File: config.mk
export PLATFORM = sky130hd
export DESIGN_NAME = b_bus_mux_reg_flat
export DESIGN_NICKNAME = d
export VERILOG_FILES = /design/src/rtl/b_bus_mux_reg_if.sv /design/src/rtl/b_bus_mux_reg.sv /design/src/flat_wrapper.sv
export SDC_FILE = /design/constraint.sdc
export NUM_CORES = 1
export LEC_CHECK = 0
export CAP_MARGIN = 20
export CORE_UTILIZATION = 33
export DETAILED_ROUTE_END_ITERATION = 10
export GPL_ROUTABILITY_DRIVEN = 0
export PLACE_DENSITY_LB_ADDON = 0.1
export SYNTH_ARGS = -nofsm -noshare
export SYNTH_HDL_FRONTEND = slang
export SYNTH_SLANG_ARGS = --single-unit
File: constraint.sdc
create_clock -name clk -period 1.2 [get_ports clk]
set_clock_uncertainty 0.2 [all_clocks]
set_input_delay 0.36 -clock clk [delete_from_list [all_inputs] [get_ports clk]]
set_output_delay 0.36 -clock clk [all_outputs]
set_load 0.005 [all_outputs]
File: src/rtl/b_bus_mux_reg_if.sv
// b_bus_mux_reg_if: B-bus source/select/result bundle between control unit and bus mux
interface b_bus_mux_reg_if #(
    parameter int DATA_W    = 16,
    parameter int N_SRC     = 5,
    parameter int IDX_W     = $clog2(N_SRC),
    parameter int ERR_CNT_W = 8
);
    logic [N_SRC*DATA_W-1:0] src_data_in;
    logic [N_SRC-1:0]        sel;
    logic                    hold;
    logic                    err_clr;
    logic [DATA_W-1:0]       data_out;
    logic                    data_valid;
    logic [IDX_W-1:0]        src_id;
    logic                    sel_err;
    logic [ERR_CNT_W-1:0]    err_cnt;
    modport master (
        output src_data_in, sel, hold, err_clr,
        input  data_out, data_valid, src_id, sel_err, err_cnt
    );
    modport slave (
        input  src_data_in, sel, hold, err_clr,
        output data_out, data_valid, src_id, sel_err, err_cnt
    );
endinterface

File: src/rtl/b_bus_mux_reg.sv
// b_bus_mux_reg: registered one-hot B-bus source mux with valid/tag, hold, idle value and illegal-select counter
module b_bus_mux_reg #(
    parameter int               DATA_W    = 16,
    parameter int               N_SRC     = 5,
    parameter int               IDX_W     = $clog2(N_SRC),
    parameter bit               HOLD_LAST = 1'b0,
    parameter logic [DATA_W-1:0] IDLE_VAL = '0,
    parameter int               ERR_CNT_W = 8
) (
    input  logic             clk,
    input  logic             reset_n,
    b_bus_mux_reg_if.slave   bus
);
    logic [1:0]           r_rst_sync;
    logic                 w_rst_n;
    logic                 w_none;
    logic                 w_onehot;
    logic                 w_multi;
    logic [IDX_W-1:0]     w_idx;
    logic [DATA_W-1:0]    w_word;
    logic [DATA_W-1:0]    r_data_out;
    logic                 r_data_valid;
    logic [IDX_W-1:0]     r_src_id;
    logic                 r_sel_err;
    logic [ERR_CNT_W-1:0] r_err_cnt;

    // asynchronous assertion, release delayed two edges so all state leaves reset together
    always_ff @(posedge clk or negedge reset_n)
        if (!reset_n) r_rst_sync <= 2'b00;
        else          r_rst_sync <= {r_rst_sync[0], 1'b1};

    assign w_rst_n  = r_rst_sync[1];
    assign w_none   = (bus.sel == '0);
    assign w_onehot = !w_none && ((bus.sel & (bus.sel - N_SRC'(1))) == '0);
    assign w_multi  = !w_none && !w_onehot;

    // binary index and data slice of the selected source; only meaningful when one-hot
    always_comb begin
        w_idx  = '0;
        w_word = '0;
        for (int i = 0; i < N_SRC; i++)
            if (bus.sel[i]) begin
                w_idx  = IDX_W'(i);
                w_word = bus.src_data_in[i*DATA_W +: DATA_W];
            end
    end

    // data path: one-hot loads the source, anything else idles without merging sources
    always_ff @(posedge clk or negedge w_rst_n)
        if (!w_rst_n) begin
            r_data_out   <= IDLE_VAL;
            r_data_valid <= 1'b0;
            r_src_id     <= '0;
        end else if (!bus.hold) begin
            r_data_out   <= w_onehot ? w_word : (HOLD_LAST ? r_data_out : IDLE_VAL);
            r_data_valid <= w_onehot;
            if (w_onehot) r_src_id <= w_idx;
        end

    // error path ignores hold; a multi-hot select in the same cycle as a clear wins
    always_ff @(posedge clk or negedge w_rst_n)
        if (!w_rst_n) begin
            r_sel_err <= 1'b0;
            r_err_cnt <= '0;
        end else if (w_multi) begin
            r_sel_err <= 1'b1;
            r_err_cnt <= bus.err_clr ? ERR_CNT_W'(1) : (&r_err_cnt ? r_err_cnt : r_err_cnt + 1'b1);
        end else if (bus.err_clr) begin
            r_sel_err <= 1'b0;
            r_err_cnt <= '0;
        end

    assign bus.data_out   = r_data_out;
    assign bus.data_valid = r_data_valid;
    assign bus.src_id     = r_src_id;
    assign bus.sel_err    = r_sel_err;
    assign bus.err_cnt    = r_err_cnt;
endmodule

File: src/flat_wrapper.sv
// flat-port wrapper written by rule: the top's interface ports become plain ports
module b_bus_mux_reg_flat 
#(
    parameter int               DATA_W    = 16,
    parameter int               N_SRC     = 5,
    parameter int               IDX_W     = $clog2(N_SRC),
    parameter bit               HOLD_LAST = 1'b0,
    parameter logic [DATA_W-1:0] IDLE_VAL = '0,
    parameter int               ERR_CNT_W = 8
)
  (clk, reset_n, bus_src_data_in, bus_sel, bus_hold, bus_err_clr, bus_data_out, bus_data_valid, bus_src_id, bus_sel_err, bus_err_cnt);
  b_bus_mux_reg_if #(.DATA_W(DATA_W), .N_SRC(N_SRC), .IDX_W(IDX_W), .ERR_CNT_W(ERR_CNT_W)) bus_i ();
  input  logic clk;
  input  logic reset_n;
  input wire logic [$bits(bus_i.src_data_in)-1:0] bus_src_data_in;
  input wire logic [$bits(bus_i.sel)-1:0] bus_sel;
  input wire logic [$bits(bus_i.hold)-1:0] bus_hold;
  input wire logic [$bits(bus_i.err_clr)-1:0] bus_err_clr;
  output wire logic [$bits(bus_i.data_out)-1:0] bus_data_out;
  output wire logic [$bits(bus_i.data_valid)-1:0] bus_data_valid;
  output wire logic [$bits(bus_i.src_id)-1:0] bus_src_id;
  output wire logic [$bits(bus_i.sel_err)-1:0] bus_sel_err;
  output wire logic [$bits(bus_i.err_cnt)-1:0] bus_err_cnt;
  assign bus_i.src_data_in = bus_src_data_in;
  assign bus_i.sel = bus_sel;
  assign bus_i.hold = bus_hold;
  assign bus_i.err_clr = bus_err_clr;
  assign bus_data_out = bus_i.data_out;
  assign bus_data_valid = bus_i.data_valid;
  assign bus_src_id = bus_i.src_id;
  assign bus_sel_err = bus_i.sel_err;
  assign bus_err_cnt = bus_i.err_cnt;
  b_bus_mux_reg #(.DATA_W(DATA_W), .N_SRC(N_SRC), .IDX_W(IDX_W), .HOLD_LAST(HOLD_LAST), .IDLE_VAL(IDLE_VAL), .ERR_CNT_W(ERR_CNT_W)) u_core (.clk(clk), .reset_n(reset_n), .bus(bus_i));
endmodule
==> run_results.csv <==
group,metric,value,unit
drt,via_per_inst,5.36,
clocking,clk_pin_slew,0.07,ns
yosys,synth_area,1840,µm²
power,power_density,808,nW/µm²
global_routing,antenna_found_initial,0,
clocking,cts_root_buf,"clkbuf_8",
drt,top_layer,"met4",
clocking,cts_hold_buf,0,
sta,finalSetupTns,-15.89,ns
yosys,synth_top_family_by_area,"compound AO/OA/AOI/OAI gates",
power,peakVddDrop,0.000659,V
global_routing,grt_max_degree,36,
global_routing,grt_pass1_vias,2424,
critical_path,start_kind,"flop",
sta,drv_slew,0,
outcome,status,"finished with violations",
yosys,synth_xor_area_share,0.477,%
sta,hold_ws,0.0220,ns
critical_path,endpoint_kind,"flop",
yosys,synth.area.top_cells,"dfrtp_1, a221oi_1, a22o_1",
yosys,synth-main-ff-cell,"dfrtp_1",
cells_and_area,final_layout_size_suffix_gt1_share,46.0,%
cells_and_area,stdcell_area,4140,µm²
sta,setup_viol,58,
sta,rsz0062_at_grt,"true",
cells_and_area,fin_nets,474,
sta,finalHoldViolCount,0,
floorplanning,core_area,5240,µm²
yosys,synthMuxAreaShare,2.45,%
drt,drt-total-wl,7.96,mm
drt,wl_met1,3.22,mm
yosys,synth_edf_count,0,
place,port_buffers,117,
global_routing,grt_pass1_wl,12.3,mm
yosys,ys_types,41,
yosys,ys_ff_latch,31,
critical_path,crit_type,"flop to flop",
place,place_hpwl,5.21,mm
floorplanning,rows,26,
sta,min_period,1.77,ns
critical_path,critPathLaunch,"u_core.bus.err_cnt[1]$_DFFE_PN0P_",
yosys,yosysTopAreaCell,"dfrtp_1",
sta,fmax,566,MHz
clocking,numClockSinks,31,
yosys,synth_simple_gate_area_share,11.4,%
drt,drt-initial-drc-count,126,
place,dp_cells,411,
floorplanning,die-area,5870,µm²
critical_path,crit_fanout,8,
cells_and_area,fillers,340,
critical_path,cp_data_required_time,1.17,ns
cells_and_area,diodes,0,
global_routing,track_usage,27.1,%
critical_path,rr_startpoint,"u_core.bus.err_cnt[1]$_DFFE_PN0P_",
yosys,yosysTopAreaCellShare,42.2,%
floorplanning,die_h,76.6,µm
sta,post-route-period-util,147,%
critical_path,cp_data_arrival_time,1.74,ns
outcome,violations,"setup timing",
cells_and_area,area_growth,125,%
power,p_leak,1.89,nW
clocking,clk_latency,0.28,ns
drt,dr_wl_met2,4.13,mm
job,drv_cap,0,
cells_and_area,regArea,777,µm²
floorplanning,io_pins,118,
yosys,avgSynthCellArea,9.52,µm²
clocking,cts_tree,"yes",
floorplanning,dieWidth,76.6,µm
global_routing,grt_overflow,0,
yosys,syn_nets,283,
drt,vias,2440,
clocking,cts_buffer_depth,2,
yosys,ys_warn_count,0,
sta,layout_setup_ws,-0.567,ns
cells_and_area,final_cells,455,
floorplanning,start_util,35.1,%
yosys,ys_seq_area_share,42.2,%
hold_path,worst_hold_path_type,"flop to async pin",
drt,ant_nets,0,
clocking,htreeDepth,2,
clocking,cts_buffers,5,
drt,drt_first_pass_iters,4,
drt,wl_met3,394,µm
yosys,synthArstFlopShare,100,%
drt,drc_errors,0,
drt,wl_per_cell,17.5,µm
yosys,netlist_instances,193,
yosys,synthAdderAreaFrac,1.29,%
yosys,synth_compound_area_share,36.3,%
cells_and_area,multi_input_area,1260,µm²
place,place_area,3600,µm²
[synthesized netlist by cell type (2+ instances only)]
master,instances
a21o_1,2
a21oi_1,9
a221oi_1,16
a22o_1,16
buf_1,2
buf_2,8
clkbuf_1,9
dfrtp_1,31
inv_1,2
mux2_2,3
nand2_1,18
nand3_1,3
nor2_1,4
nor2b_1,4
nor3_1,5
o21ai_0,2
o22ai_1,16
o31ai_1,18
or4_1,3
[sequential cells by signal (all words and copies together) (netlist names)]
signal                 count
u_core.bus.data_out       16
u_core.bus.err_cnt         8
u_core.bus.src_id          3
u_core.r_rst_sync          2
u_core.bus.data_valid      1
u_core.bus.sel_err         1
[stage by stage]
step	power (W)	utilization [%]	setup WS, ns
after detailed placement	0.00226	68.7	-1.12
after global placement	0.00224	68.7	-1.06
after CTS	0.00328	76.1	-0.496
after global routing	0.00349	79.0	-0.625
final	0.00334	79.0	-0.567
after floorplan	0.00158	-	-0.602
[repair_timing]
| action | in CTS | in global routing |
|---|---|---|
| pin swaps | 23 | 16 |
| gates resized for setup | 180 | 21 |
| cloned | 2 | 0 |
| buffers inserted | 25 | 11 |
| setup endpoints to repair | 58 | 58 |
[worst max-delay path: stages, from the launching register on]
cell and delay [ns]:
dfrtp_1 0.44, ha_4 0.18, nand2_4 0.06, nor3_4 0.34, buf_4 0.18, nor3_2 0.04
a211o_1 0.21
[area by class of cell]
type,count,share of cell area (%)
inverter,3,0.272
timing repair buffer,204,45.8
multi-input combinational,139,30.6
sequential,31,18.8
clock buffer,8,2.42
tap,70,2.12
[routing by layer]
layer,vias to the layer above,track usage (%)
li1,1156,-
met1,1170,31.2
met2,94,49.1
met3,20,5.75
met4,0,9.42
met5,-,0
[layout by cell type (no fill, tap or decap), types with 4 or more instances in the layout]
cell type	Yosys	layout
clkdlybuf4s50_1	0	83
buf_4	0	64
dfrtp_1	31	30
buf_6	1	24
buf_2	8	21
nand2_1	18	17
a22o_1	16	16
o31ai_1	18	15
o22ai_1	16	14
a221oi_2	0	13
clkbuf_8	0	7
a21oi_1	9	5
buf_12	0	5
a21oi_2	0	4
[power by group]
group	total [W]	leakage (nW)	switching (W)	internal (W)
registers	0.00118	0.408	0.0000542	0.00113
logic	0.00124	1.44	0.000476	0.000761
clock network	0.000927	0.0515	0.000403	0.000523
total	0.00334	1.89	0.000933	0.00241
[path summary, 6_finish.rpt]
| kind | cells past startpoint | slack [ns] | to |
|---|---|---|---|
| max | 6 | -0.57 | u_core.bus.err_cnt[0]$_DFFE_PN0P_ |
| min | 1 | 0.02 | u_core.bus.data_out[3]$_DFFE_PN0N_ |
| max reg2reg | 6 | -0.57 | u_core.bus.err_cnt[0]$_DFFE_PN0P_ |
| min reg2reg | 1 | 0.02 | u_core.bus.data_out[3]$_DFFE_PN0N_ |
| max in group asynchronous | 1 | 0.60 | u_core.bus.err_cnt[2]$_DFFE_PN0P_ |
| min in group clk | 0 | 0.16 | u_core.r_rst_sync[1]$_DFF_PN0_ |
[cell families after synthesis]
group | after synthesis
flops | 31
buf+inv | 23
compound gates | 88
fa+ha+maj | 2
xor+xnor | 1
other cells | 1
simple gates | 43
mux | 4
Note: power is estimated with default switching activity, not from simulation.
